**config.mk**
```make
export PLATFORM = sky130hd
export DESIGN_NAME = mult_seq_param
export DESIGN_NICKNAME = d
export VERILOG_FILES = /design/src/rtl/mult_seq_param.sv
export SDC_FILE = /design/constraint.sdc
export NUM_CORES = 1
export LEC_CHECK = 0
export CAP_MARGIN = 20
export CORE_UTILIZATION = 33
export DETAILED_ROUTE_END_ITERATION = 10
export SETUP_SLACK_MARGIN = 0.1
export SYNTH_ARGS = -nofsm -noshare
export SYNTH_HDL_FRONTEND = slang
export SYNTH_SLANG_ARGS = --single-unit
```
**constraint.sdc**
```tcl
create_clock -name clk -period 12.5 [get_ports clk]
set_clock_uncertainty 0.05 [all_clocks]
set_input_delay 2.5 -clock clk [delete_from_list [all_inputs] [get_ports clk]]
set_output_delay 2.5 -clock clk [all_outputs]
set_load 0.05 [all_outputs]
```
**src/rtl/mult_seq_param.sv**
```systemverilog
// Iterative A_W x B_W multiplier: one DA x DB digit partial product per cycle, signed/unsigned per operation.
// Optional early termination of all-zero high digits is enabled by defining MULT_EARLY_TERM_EN.
module mult_seq_param #(
  parameter int A_W = 32,
  parameter int B_W = 32,
  parameter int DA  = 16,
  parameter int DB  = 8
) (
  input  logic               clk,
  input  logic               reset,
  input  logic               start,
  input  logic               signed_op,
  input  logic [A_W-1:0]     a,
  input  logic [B_W-1:0]     b,
  output logic               busy,
  output logic               done,
  output logic [A_W+B_W-1:0] product
);

  localparam int NA   = A_W / DA;
  localparam int NB   = B_W / DB;
  localparam int P_W  = A_W + B_W;
  localparam int IA_W = (NA > 1) ? $clog2(NA) : 1;
  localparam int IB_W = (NB > 1) ? $clog2(NB) : 1;

  if (A_W % DA != 0) begin : g_bad_da
    $error("mult_seq_param: A_W must be a multiple of DA");
  end
  if (B_W % DB != 0) begin : g_bad_db
    $error("mult_seq_param: B_W must be a multiple of DB");
  end

  typedef enum logic [1:0] {S_IDLE, S_CALC, S_FINISH} state_t;

  state_t           r_state;
  logic [A_W-1:0]   r_a_mag;
  logic [B_W-1:0]   r_b_mag;
  logic             r_neg;
  logic [P_W-1:0]   r_acc;
  logic [IA_W-1:0]  r_i;
  logic [IA_W-1:0]  r_la;
  logic [IB_W-1:0]  r_j;
  logic [IB_W-1:0]  r_lb;
  logic             r_busy;
  logic             r_done;
  logic [P_W-1:0]   r_product;

  logic [A_W-1:0]   w_a_mag;
  logic [B_W-1:0]   w_b_mag;
  logic [IA_W-1:0]  w_la;
  logic [IB_W-1:0]  w_lb;
  logic [DA-1:0]    w_a_dig;
  logic [DB-1:0]    w_b_dig;
  logic [DA+DB-1:0] w_pp;
  logic [P_W-1:0]   w_term;

  // Operand magnitudes; the most-negative value maps to 2^(W-1), which still fits unsigned.
  assign w_a_mag = (signed_op && a[A_W-1]) ? -a : a;
  assign w_b_mag = (signed_op && b[B_W-1]) ? -b : b;

  always_comb begin
    w_la = '0;
    w_lb = '0;
`ifdef MULT_EARLY_TERM_EN
    for (int k = 0; k < NA; k++)
      if (DA'(w_a_mag >> (k * DA)) != '0) w_la = IA_W'(k);
    for (int k = 0; k < NB; k++)
      if (DB'(w_b_mag >> (k * DB)) != '0) w_lb = IB_W'(k);
`else
    w_la = IA_W'(NA - 1);
    w_lb = IB_W'(NB - 1);
`endif
  end

  assign w_a_dig = DA'(r_a_mag >> (int'(r_i) * DA));
  assign w_b_dig = DB'(r_b_mag >> (int'(r_j) * DB));
  assign w_pp    = (DA+DB)'(w_a_dig) * (DA+DB)'(w_b_dig);
  assign w_term  = P_W'(w_pp) << (int'(r_i) * DA + int'(r_j) * DB);

  always_ff @(posedge clk or negedge reset) begin
    if (!reset) begin
      r_state   <= S_IDLE;
      r_a_mag   <= '0;
      r_b_mag   <= '0;
      r_neg     <= 1'b0;
      r_acc     <= '0;
      r_i       <= '0;
      r_j       <= '0;
      r_la      <= '0;
      r_lb      <= '0;
      r_busy    <= 1'b0;
      r_done    <= 1'b0;
      r_product <= '0;
    end else begin
      case (r_state)
        S_IDLE: begin
          r_done <= 1'b0;
          if (start) begin
            r_a_mag <= w_a_mag;
            r_b_mag <= w_b_mag;
            r_neg   <= signed_op & (a[A_W-1] ^ b[B_W-1]);
            r_la    <= w_la;
            r_lb    <= w_lb;
            r_acc   <= '0;
            r_i     <= '0;
            r_j     <= '0;
            r_busy  <= 1'b1;
            r_state <= S_CALC;
          end
        end
        // j walks the b-digits inside each a-digit
        S_CALC: begin
          r_acc <= r_acc + w_term;
          if (r_j == r_lb) begin
            r_j <= '0;
            if (r_i == r_la) r_state <= S_FINISH;
            else             r_i     <= r_i + 1'b1;
          end else begin
            r_j <= r_j + 1'b1;
          end
        end
        S_FINISH: begin
          r_product <= r_neg ? -r_acc : r_acc;
          r_done    <= 1'b1;
          r_busy    <= 1'b0;
          r_state   <= S_IDLE;
        end
        default: r_state <= S_IDLE;
      endcase
    end
  end

  assign busy    = r_busy;
  assign done    = r_done;
  assign product = r_product;

endmodule
```
# Word-level counts from Yosys, hierarchy flattened
# Cells that the tools add are included.
[classes]
mux = 19
n_eq_ne = 8
div_mod_pow = 0
multipliers = 1
shift = 3
n_reduce_logical = 10
addsub = 7
n_bitwise = 2
order_cmp = 0
[op_table]
columns = ["cell", "count"]
rows = [
  ["$mux 64", 2],
  ["$pmux 64 s2", 1],
  ["$add 64x64->64", 1],
  ["$mux 32", 2],
  ["$neg 32->32", 2],
  ["$neg 64->64", 1],
  ["$shl 24x6->64", 1],
  ["$shr 32x5->16", 1],
  ["$shr 32x5->8", 1],
  ["$mul 16x8->24", 1],
  ["$mux 2", 5],
  ["$ne 2x2->1 const B", 4],
  ["$pmux 2 s2", 2],
  ["$add 5x5->6", 1],
  ["$pmux 1 s2", 3],
  ["$reduce_and 2->1", 3],
  ["$mux 1", 4],
  ["$reduce_and 4->1", 1],
  ["$reduce_bool 2->1", 2],
  ["$reduce_and 3->1", 1],
  ["$add 2x1->2 const B", 1],
  ["$eq 2x1->1 const B", 1],
  ["$eq 2x2->1", 1],
  ["$eq 2x2->1 const B", 1],
  ["other kinds (6)", 7],
]
[word_totals]
memories = 0
ramBits = 0
mem_bits_ro = 0
register_bits = 202
in_bits = 68
out_inout_bits = 66
latchBits = 0

# Depth between registers and ports, before layout
[logic_depth]
depth_word = 5
depth_mapped = 37
mapped_depth_nobuf = 34

# Least setup slack after synthesis
# No wires, ideal clock.
[synth_timing]
path_kind = "flip-flop to flip-flop"
start = "register r_i"
end = "register r_acc[47]"
required_time_ps = 12367
slack_ps = 3600
path_stages_with_launch = 34
n_path_buf = 3
arrival_time_ps = 8767
path_cell_list = "dfrtp_1 > buf_1 > buf_1 > mux2i_1 > nor2_1 > fa_1 > fa_1 > fa_1 > inv_1 > fa_1 > inv_1 > ha_1 > a21oi_1 > o211ai_1 > a211oi_1 > o21ai_0 > a2111oi_0 > nor3_1 > xnor2_1 > mux2i_1 > a22oi_1 > nor2_1 > ha_1 > clkbuf_1 > nand2_1 > o21bai_1 > nor2_1 > o2bb2ai_1 > a21oi_1 > nor2_1 > o41ai_1 > a211oi_1 > xor2_1 > o21ai_0"
[synth_between]
elab_chain_cells = 5
elab_cells_between_ends = 6
[synth_lines]
columns = ["element", "line", "text"]
rows = [
  ["start: declaration", "40", "logic [IA_W-1:0] r_i;"],
  ["start signal: assignment", "117", "else r_i <= r_i + 1'b1;"],
  ["$shr 32x5->16", "75", "assign w_a_dig = DA'(r_a_mag >> (int'(r_i) * DA));"],
  ["$mul 16x8->24", "77", "assign w_pp = (DA+DB)'(w_a_dig) * (DA+DB)'(w_b_dig);"],
  ["$shl 24x6->64 (*)", "78", "assign w_term = P_W'(w_pp) << (int'(r_i) * DA + int'(r_j) * DB);"],
  ["$add 64x64->64 (*)", "113", "r_acc <= r_acc + w_term;"],
  ["$pmux 64 s2 (*)", "95", "case (r_state)"],
  ["end signal: assignment", "113", ""],
  ["end: declaration", "39", "logic [P_W-1:0] r_acc;"],
]
# Mark *: on every way between the ends. The rest lies on a longest branch, timed or not.
# A chain may end at the register's enable or synchronous reset.

# Final worst setup path
# Same ends and word-level chain as after synthesis.

==> results.cfg <==
[yosys]
synth_common_cells = nand2_1 (311), o21ai_0 (276), nor2_1 (228)
ys_dominant_reg_cell = dfrtp_1
synth_area_um2 = 18580
synth_area_per_cell_um2 = 8.054
yosys.area.top_type = dfrtp_1
syn-num-nets = 2571
ys_seq_area_frac = 0.2707
synthTopCellsByArea = dfrtp_1 (27%), fa_1 (9.2%), ha_1 (7.5%)
synthArstFlopShare = 1.000
yosys_warnings = 0
syn_inst = 2307
yosysTopAreaCellShare = 0.2707
synth_edf_count = 0
ys_seq_elements = 201
yosysMostFrequentCell = nand2_1
ys_types = 80

[clock_tree]
cts_resized = 0
htreeDepth = 1
root_buffer = clkbuf_16
cts_setup_buffers = 0
cts_tree = built
clkTransAtPathRegs_ns = 0.06
clk_latency_ns = 0.55
holdBufCountCts = 0
numCtsBuffers = 26
clock_path_buffers = 3
cts.sinks = 201

[cells_and_area]
regArea_um2 = 5031
drive_gt1_frac = 0.04802
multi_input_area_um2 = 12580
final_design_area_no_fill_um2 = 21480
n_antenna_cell = 0
area_growth_pct = 15.58
layout.nets = 2639
fill_cells = 5775

[die]
rows = 86
io_pins = 134
dieArea_um2 = 57260
die_h_um = 239.3
start_util = 0.3353
core-area_um2 = 55420
die_w_um = 239.3

[sta]
rsz0062_at_grt = false
fin_crit_ns = 10.52
worst_slew_pin_slew_ns = 1.068
finalMaxSlewViolations = 0
setup_viol = 0
finalCritPeriodShare = 0.8416
tns_ns = 0
hold_ws_ns = 0.4241
slew_headroom = 0.2675
max_freq_ghz = 0.09506
hold_viol = 0

[hold_path]
holdPathStages = 2
worstHoldStart = product[29]
hold_path_class = flop to flop
min_to = product[29]

[grt]
grt.total_usage = 0.1914
grt_pass1_vias = 16390
globalRouteOverflowTotal = 0
grt_antenna_before_repair = 0
grt_pass1_wl_um = 88910
grt_max_degree = 119

[critical_path]
r2r_cells = 30
path_class = flop to flop
rrSetupSlack_ns = 1.98
end_kind = flop
cp_max_fo = 16
cp_slowest_stage_delay_ns = 0.97
critPathSlowestCell = dfrtp_1
cp-start-kind = flop
worstPathRequired_ns = 12.91
arrival_ns = 10.93
r2r_end = r_acc[47]
rr_startpoint = r_i

[flow_run]
maxCapViolations = 0

[route]
avgRoutedWirePerCell_um = 17.38
firstDrtPassIters = 5
drt_iter0_drc = 1138
drcViolationCount = 0
via_count = 16580
antenna_left = 0
wl_um = 54640
drt-vias-per-instance = 5.276

[place]
io_buffers = 133
hpwl_um = 43150
placed_area_um2 = 20570
gp_congestion = 0.9453

[status]
status = finished clean
-- through the flow --
step                utilization  cells  worst slack (ns)
floorplan                     -   2307             3.600
global placement         0.3712   3094             1.762
detailed placement       0.3712   3094             1.504
CTS                      0.3870   3142             1.492
global route             0.3875   3143             1.279
finish                   0.3875   3143             1.980
-- worst max-delay path: cells and delay by family, from the launching register on --
family	cells	cell delay, ns
buffers and inverters	2	0.10
xor gates and xnor gates	2	0.70
adders and majority gates	6	2.88
DFF	1	0.97
and+or+nand+nor	6	0.72
AOI/OAI and AO/OA	12	3.88
muxes	2	1.12
-- sequential cells by signal, summed over array words and instances (netlist names) --
register and count:
r_lb 1, r_b_mag 32, r_state 2, r_neg 1, busy 1, product 64, r_i 1, r_acc 64
done 1, r_a_mag 32, r_j 2
-- how the worst max path moves through the flow --
stage	start	end	slack, ns	cells past startpoint
after floorplan	r_i	r_acc[47]	3.60	33
final	r_i	r_acc[47]	1.98	30
after CTS	r_j[0]	r_acc[55]	1.49	34
after detailed placement	r_j[0]	r_acc[55]	1.50	34
after global routing	r_j[0]	r_acc[51]	1.28	33
after global placement	r_j[0]	r_acc[55]	1.76	34
-- metal layers --
layer	track usage	wire (um)	vias to the layer above
met5	0	0	-
met4	0.04643	1247	0
met3	0.02040	2180	68
met2	0.3228	25730	435
met1	0.2609	25480	7964
li1	-	-	8115
-- layout make-up --
cell class	count	share of cell area
timing repair buffer	154	0.07044
tap	748	0.04358
clock inverter	11	0.006817
sequential	201	0.2343
multi-input combinational	1848	0.5856
inverter	144	0.02517
clock buffer	37	0.03414
-- placed cells by master, fill, tap and decap left out, types with 29 or more instances in the layout --
cell / count
mux2i_1: 34
xor2_1: 112
clkdlybuf4s50_1: 132
inv_1: 143
o21ai_0: 276
fa_1: 85
xnor2_1: 81
a21oi_1: 124
o31ai_1: 29
nor3_1: 35
nand3_1: 32
nand2_1: 310
nor2_1: 227
a21o_1: 34
ha_1: 111
dfrtp_1: 200
-- logic make-up (layout without fill, tap and decap cells) --
| group | count (synthesis) | in the layout | synth area share |
|---|---|---|---|
| fa+ha+maj | 196 | 196 | 0.1663 |
| simple gates | 779 | 779 | 0.1894 |
| xor+xnor | 193 | 193 | 0.09098 |
| mux | 43 | 43 | 0.02377 |
| buf+inv | 258 | 346 | 0.05380 |
| flops | 201 | 201 | 0.2707 |
| compound gates | 637 | 637 | 0.2051 |
Power is not shown: default switching activity piles up to over one toggle a cycle in this logic, so the estimate is an artifact.
